### config.mk
export PLATFORM = sky130hd
export DESIGN_NAME = vdp_palette_port
export DESIGN_NICKNAME = d
export VERILOG_FILES = /design/src/rtl/vdp_palette_port.sv
export SDC_FILE = /design/constraint.sdc
export NUM_CORES = 1
export LEC_CHECK = 0
export CAP_MARGIN = 40
export CORE_AREA = 4 4 99 101
export DETAILED_ROUTE_END_ITERATION = 10
export DIE_AREA = 0 0 103 105
export HOLD_SLACK_MARGIN = 0.03
export MAX_ROUTING_LAYER = met4
export PLACE_DENSITY = 0.82
export SETUP_SLACK_MARGIN = 0.02
export SLEW_MARGIN = 15
export SYNTH_ARGS = -nofsm -noshare
export SYNTH_HDL_FRONTEND = slang
export SYNTH_SLANG_ARGS = --single-unit
export TNS_END_PERCENT = 50
### constraint.sdc
create_clock -name clk -period 5.6 [get_ports clk]
set_input_delay 0.84 -clock clk [delete_from_list [all_inputs] [get_ports clk]]
set_output_delay 0.84 -clock clk [all_outputs]
set_load 0.05 [all_outputs]
### src/rtl/vdp_palette_port.sv
// CPU palette write port: V9938-style pointer/data byte pairs are queued in a
// small FIFO and replayed into PaletteRAM, optionally only during blanking.
module vdp_palette_port #(
  parameter int FIFO_DEPTH = 8,
  parameter bit DEFER      = 1'b1
) (
  input  logic       clk,
  input  logic       rst,
  input  logic       cpu_wr,
  input  logic       cpu_port,
  input  logic [7:0] cpu_din,
  output logic       cpu_ready,
  input  logic       blank,
  output logic       pwrite_enable,
  output logic [5:0] pwaddr,
  output logic [7:0] pin,
  output logic [3:0] ptr,
  output logic       overflow
);

  localparam int            AW      = $clog2(FIFO_DEPTH);
  localparam logic [AW:0]   DEPTH_W = (AW + 1)'(FIFO_DEPTH);
  localparam logic [AW:0]   PTR_ONE = (AW + 1)'(1);

  typedef enum logic {
    PH_RB = 1'b0,
    PH_G  = 1'b1
  } phase_e;

  typedef struct packed {
    logic [4:0] addr;
    logic [7:0] data;
  } entry_t;

  entry_t      fifo_mem [FIFO_DEPTH];
  logic [AW:0] wr_ptr_q;
  logic [AW:0] rd_ptr_q;
  logic [AW:0] count;
  logic        full;
  logic        empty;

  phase_e      phase_q;
  logic [3:0]  ptr_q;
  logic        overflow_q;
  logic        pwrite_enable_q;
  logic [5:0]  pwaddr_q;
  logic [7:0]  pin_q;

  logic        ptr_wr;
  logic        data_wr;
  logic        push;
  logic        pop;
  entry_t      push_entry;
  entry_t      pop_entry;

  // Pointers carry one extra wrap bit so full and empty stay distinguishable.
  assign count = wr_ptr_q - rd_ptr_q;
  assign full  = (count == DEPTH_W);
  assign empty = (wr_ptr_q == rd_ptr_q);

  // Ready looks only at registered occupancy: a pop in the same cycle does not
  // free a slot for the CPU until the following cycle.
  assign cpu_ready = rst & ~full;

  assign ptr_wr    = cpu_wr & ~cpu_port;
  assign data_wr   = cpu_wr & cpu_port;
  assign push      = data_wr & cpu_ready;
  assign pop       = ~empty & ((DEFER == 1'b0) | blank);
  assign pop_entry = fifo_mem[rd_ptr_q[AW-1:0]];

  // NOTE: every field gets a value on every path, so no latch is inferred.
  always_comb begin
    push_entry.addr = {ptr_q, phase_q == PH_G};
    push_entry.data = (phase_q == PH_G) ? {4'h0, cpu_din[3:0]} : cpu_din;
  end

  // NOTE: storage is deliberately not reset; the pointers alone say which slots are valid.
  always_ff @(posedge clk) begin
    if (push) begin
      fifo_mem[wr_ptr_q[AW-1:0]] <= push_entry;
    end
  end

  // NOTE: all state updates are non-blocking so every read sees pre-edge values.
  always_ff @(posedge clk) begin
    if (!rst) begin
      phase_q         <= PH_RB;
      ptr_q           <= 4'h0;
      overflow_q      <= 1'b0;
      wr_ptr_q        <= '0;
      rd_ptr_q        <= '0;
      pwrite_enable_q <= 1'b0;
      pwaddr_q        <= 6'h00;
      pin_q           <= 8'h00;
    end else begin
      if (ptr_wr) begin
        // A pointer write in G abandons the half pair; the queued RB byte stays.
        ptr_q   <= cpu_din[3:0];
        phase_q <= PH_RB;
        if (cpu_din[7]) begin
          overflow_q <= 1'b0;
        end
      end else if (data_wr) begin
        if (cpu_ready) begin
          case (phase_q)
            PH_RB: phase_q <= PH_G;
            PH_G: begin
              phase_q <= PH_RB;
              ptr_q   <= ptr_q + 4'd1;
            end
            default: phase_q <= PH_RB;
          endcase
        end else begin
          overflow_q <= 1'b1;
        end
      end

      if (push) begin
        wr_ptr_q <= wr_ptr_q + PTR_ONE;
      end

      if (pop) begin
        rd_ptr_q        <= rd_ptr_q + PTR_ONE;
        pwrite_enable_q <= 1'b1;
        pwaddr_q        <= {1'b0, pop_entry.addr};
        pin_q           <= pop_entry.data;
      end else begin
        pwrite_enable_q <= 1'b0;
      end
    end
  end

  assign pwrite_enable = pwrite_enable_q;
  assign pwaddr        = pwaddr_q;
  assign pin           = pin_q;
  assign ptr           = ptr_q;
  assign overflow      = overflow_q;

endmodule

### Word-level counts from Yosys, hierarchy flattened

Memories as Yosys holds them, arrays and structs flattened. A register that Yosys moved wholly into a read port is not among the register bits.
Index checks and enable logic that the tools add are counted.

* multiplexer cells: 13
* reductions and logical operators: 8
* add/subtract/negate cells: 4
* equality and inequality tests: 4
* bitwise operators: 10

Operator list (count)
* $mux W4: 4
* $add A4 B1 Y4 const B: 3
* $mux W8: 1
* $mux W1: 7
* $reduce_and A3 Y1: 2
* $reduce_bool A2 Y1: 3
* $and A1 B1 Y1: 5
* $not A1 Y1: 5
* $eq A4 B4 Y1: 1
* $eq A4 B4 Y1 const B: 1
* $sub A4 B4 Y4: 1
* $ne A2 B1 Y1 const B: 1
* $ne A2 B2 Y1 const B: 1
* $pmux W1 S2: 1
* $reduce_and A2 Y1: 1
* $reduce_or A2 Y1: 1
* $logic_not A1 Y1: 1

* flip-flop bits (word level): 15
* memories: 1
* input bits: 13
* logic and storage cells: 46
* output and inout bits: 21
* RAM bits: 104

Memory list
* fifo_mem: words 8, bits a word 13, rd ports 1, clocked after memory_dff 1, write ports 1, RTL line 35 `entry_t fifo_mem [FIFO_DEPTH];`

### Longest topological paths before layout

* depth in word-level cells: 7
* gate-level depth with buffers: 10
* depth with buffers taken out: 8

### Least setup slack after synthesis

No wires, ideal clock.

* path type: register to register
* start: reg rd_ptr_q[1]
* end: mem fifo_mem[4][0] in the netlist's numbering, enable pin
* clock period less this slack: 3857 ps
* setup time: 400 ps
* required time: 5200 ps
* cell stages (with the launch flop): 11
* arrival: 3458 ps
* path buffers: 2
* path slack: 1743 ps
* cell sequence: dfxtp_1 clkbuf_1 clkbuf_1 inv_1 ha_1 nor2b_1 or4_1 nand3_2 inv_1 nand3_1 nor3_1

* cells in the longest elaborated chain, start to end: 7

Ends and longest elaborated chain
* start: declaration: RTL line 37 `logic [AW:0] rd_ptr_q;`
* start signal: assignment: RTL line 123 `rd_ptr_q <= rd_ptr_q + PTR_ONE;`
* $sub A4 B4 Y4: RTL line 57 `assign count = wr_ptr_q - rd_ptr_q;`
* $eq A4 B4 Y1: RTL line 58 `assign full = (count == DEPTH_W);`
* $not A1 Y1: RTL line 63 `assign cpu_ready = rst & ~full;`
* $and A1 B1 Y1: RTL line 63
* named net cpu_ready: RTL line 12 `output logic cpu_ready,`
* $and A1 B1 Y1: RTL line 67 `assign push = data_wr & cpu_ready;`
* $mux W1: RTL line 79 `if (push) begin`
* $mux W1 (not written as such): RTL line 80 `fifo_mem[wr_ptr_q[AW-1:0]] <= push_entry;`
* end: declaration: RTL line 35

The timed path passes the listed nets, and every way through them passes these cells.

### Final worst setup path

* start: reg rd_ptr_q[2]
* end: out cpu_ready

* cells in the longest elaborated chain, start to end: 4

Ends and longest elaborated chain (RTL line)
* $sub A4 B4 Y4: 57
* $eq A4 B4 Y1: 58
* $not A1 Y1: 63
* $and A1 B1 Y1: 63
* end: declaration: 12

No other way between the ends.

==> summary.txt <==
worst slew margin relative to its limit: 49.78%
fin cells: 491
chip height: 105 um
Top FF cell, synth: edfxtp_1
total die area: 0.01082 sq mm
via count: 3026
critical path arrival: 4.11 ns
Crit path depth: 7
first-pass GRT wire length: 17.04 mm
Startpoint Class: flop
area delta synth->final: 19.18%
crit-path max FO: 16
critical path endpoint: cpu_ready
number of vias per cell: 6.163
FF-to-FF Start: rd_ptr_q[2]
DRT Pass-1 Iters: 5
GPL Wtd Cong: 0.8894
H-tree depth: 4
Starting Density: 58.06%
share of layout cells above drive strength 1: 18.95%
Top cell by count, worst path: inv_1
register area share after synthesis: 70.33%
CP Cell Sequence: inv_1 -> ha_1 -> nand3b_1 -> or4_1 -> nand3_2 -> inv_1 -> clkdlybuf4s50_1
peak supply drop: 0.0002232 V
dpl cell area: 0.005695 sq mm
synth warn: 0
IO buf count: 32
syn_area_per_cell: 15.97 sq um
syn_nets: 347
I/O pins: 34
synthesized cell area: 0.005238 sq mm
Clock Tree Buf Depth: 2
Worst path top cell family by delay: buffers and inverters
Fin. Hold Viols: 0
CTS tree: done
# Post-CTS Setup Buffers: 0
Power Density: 378.8 mW/mm^2
Post-synth EDFFs: 104
Worst Setup End Kind: output port
Synth cell types: 40
DP Wirelength: 6.605 mm
fin crit share: 88.35%
Worst Setup SP: rd_ptr_q[2]
Buf+Inv Stages, Crit Path: 3
Post-CTS Hold Buffers: 0
CP max stage delay: 0.76 ns
commonest non-fill, non-tap cell in the layout: edfxtp_1
Core Rows: 35
clock period minus worst slack: 4.947 ns
status: complete, no violations
Placed Instances: 459
fmax: 202.1 MHz
clk_lat worst skew: 0.51 ns
Root Buffer: clkbuf_8
# setup viols final: 0
Final Cell Area: 0.006242 sq mm
Setup CP Type: reg -> out
DRT antenna net count: 0
R2R Setup Slk: 1.61 ns
pin count of the biggest net entering global routing: 30
gr ovfl total: 0
DRC Markers: 0
Fin Hold WS: 0.4938 ns
die width: 103 um
flops & latches, synth: 132
CP max stage cell: dfxtp_1
vias in the first global route: 3105
Clk pin slew, worst setup/hold paths: 0.06 ns
setup TNS: 0 ns
commonest cells after routing, fill and taps aside: edfxtp_1 (104), nand2_1 (34), clkdlybuf4s50_1 (32)
Routed WL per cell: 22.29 um
Min-Delay Path Class: reg -> reg
static leakage: 2.045 nW
CTS buffer count: 17
max_cap viols: 0
Post-synth ARST share: 0%
NumNets Final: 386
Critical Path RT: 4.76 ns
Slew @ Worst Pin: 0.7525 ns
Core ar.: 0.009021 sq mm
Slew Limit Fails: 0
total track usage: 22.44%
Syn Inst Count: 328
Post-CTS Resized: 0
unrepaired setup endpoints after global routing: no
initial antenna violation count: 0
cell count of the worst reg-to-reg path: 8
Antenna Diode Count: 0
DRT iter0 DRCs: 204
FF-to-FF End: fifo_mem[1][5]
Worst Skew: 0.01069 ns
clock sink count: 132
WL final: 10.94 mm
where the power goes:
group | internal [mW] | total (mW) | switching, mW | leakage, nW
clock | 0.591 | 1.01 | 0.422 | 0.250
sequential | 1.08 | 1.10 | 0.0215 | 1.17
combinational | 0.0993 | 0.248 | 0.149 | 0.621
total | 1.77 | 2.36 | 0.592 | 2.04
worst min path at each step:
stage                        to  cells after the start  slack (ns)         from
floorplan           wr_ptr_q[2]                      1        0.47  wr_ptr_q[2]
global placement         pin[2]                      2        0.49       pin[2]
detailed placement       pin[1]                      2        0.49       pin[1]
CTS                      pin[1]                      2        0.50       pin[1]
global route             pin[7]                      2        0.52       pin[7]
finish                   pin[1]                      2        0.49       pin[1]
registers in the layout, indices dropped and copies added (netlist names):
signal / cells
pwaddr: 5
wr_ptr_q: 4
pwrite_enable: 1
pin: 8
overflow: 1
rd_ptr_q: 4
phase_q: 1
ptr: 4
fifo_mem: 104
synth_stat cells (2+ instances only):
library cell	number	area, sq um
a311oi_1	13	113.9
ha_1	6	75.07
o21a_1	2	15.01
mux4_2	26	585.6
xnor2_1	2	17.52
nor2b_1	4	25.02
o211ai_1	3	22.52
nor3_1	2	10.01
a31oi_1	4	25.02
buf_4	5	37.54
o21ai_1	3	15.01
nor2_1	26	97.59
o21ai_0	6	30.03
inv_1	6	22.52
clkbuf_1	9	33.78
dfxtp_1	28	560.5
or3_1	4	25.02
xor2_1	2	17.52
buf_2	4	20.02
buf_1	4	15.01
and2_1	2	12.51
nand2b_1	2	12.51
nand4_1	3	18.77
a21oi_1	3	15.01
edfxtp_1	104	3123
or4_1	2	15.01
nand2_1	34	127.6
nand3_1	7	35.03
per-layer routing:
metal  track usage, %  wire length (um)  share of wire, %  up-vias
li1                 -                 -                 -     1349
met1            28.09              4369                40     1519
met2            35.15              5679                52      133
met3            5.607               647               5.9       25
met4            8.881               246               2.2        0
met5                -                 0                 0        -
worst register-to-register path, stage by stage, from the launching register on:
cell and delay (ns):
dfxtp_1 0.76, inv_1 0.50, ha_1 0.51, nand3b_1 0.16, or4_1 0.17, nand3_2 0.26, or3_1 0.52, nor2_1 0.61
buf_6 0.23
per-stage QoR:
stage | setup WS [ns] | util [%] | power (mW)
6_report | 0.6526 | 69.20 | 2.365
5_1_grt | 0.5745 | 69.20 | 2.443
4_1_cts | 0.6965 | 69.20 | 2.380
3_5_place_dp | 1.366 | 63.13 | 1.370
3_3_place_gp | 1.553 | 62.47 | 1.360
2_1_floorplan | 1.743 | - | 1.296
cell families after synthesis:
family,Yosys count,synth area share (%)
muxes,27,11.37
adders and majority gates,6,1.433
other,1,0.07160
xor gates and xnor gates,5,1.123
AOI/OAI and AO/OA,39,5.303
DFF,132,70.33
buffers and inverters,29,2.676
and+or+nand+nor,89,7.692
final cells by class:
type	count	area (sq um)
fill	570	2779
inverter	6	22.52
sequential	132	3685
multi-input combinational	167	1424
clock buffer	18	417.9
clock inverter	14	128.9
tap	111	138.9
timing repair buffer	43	425.4
(Power assumes the default switching activity.)
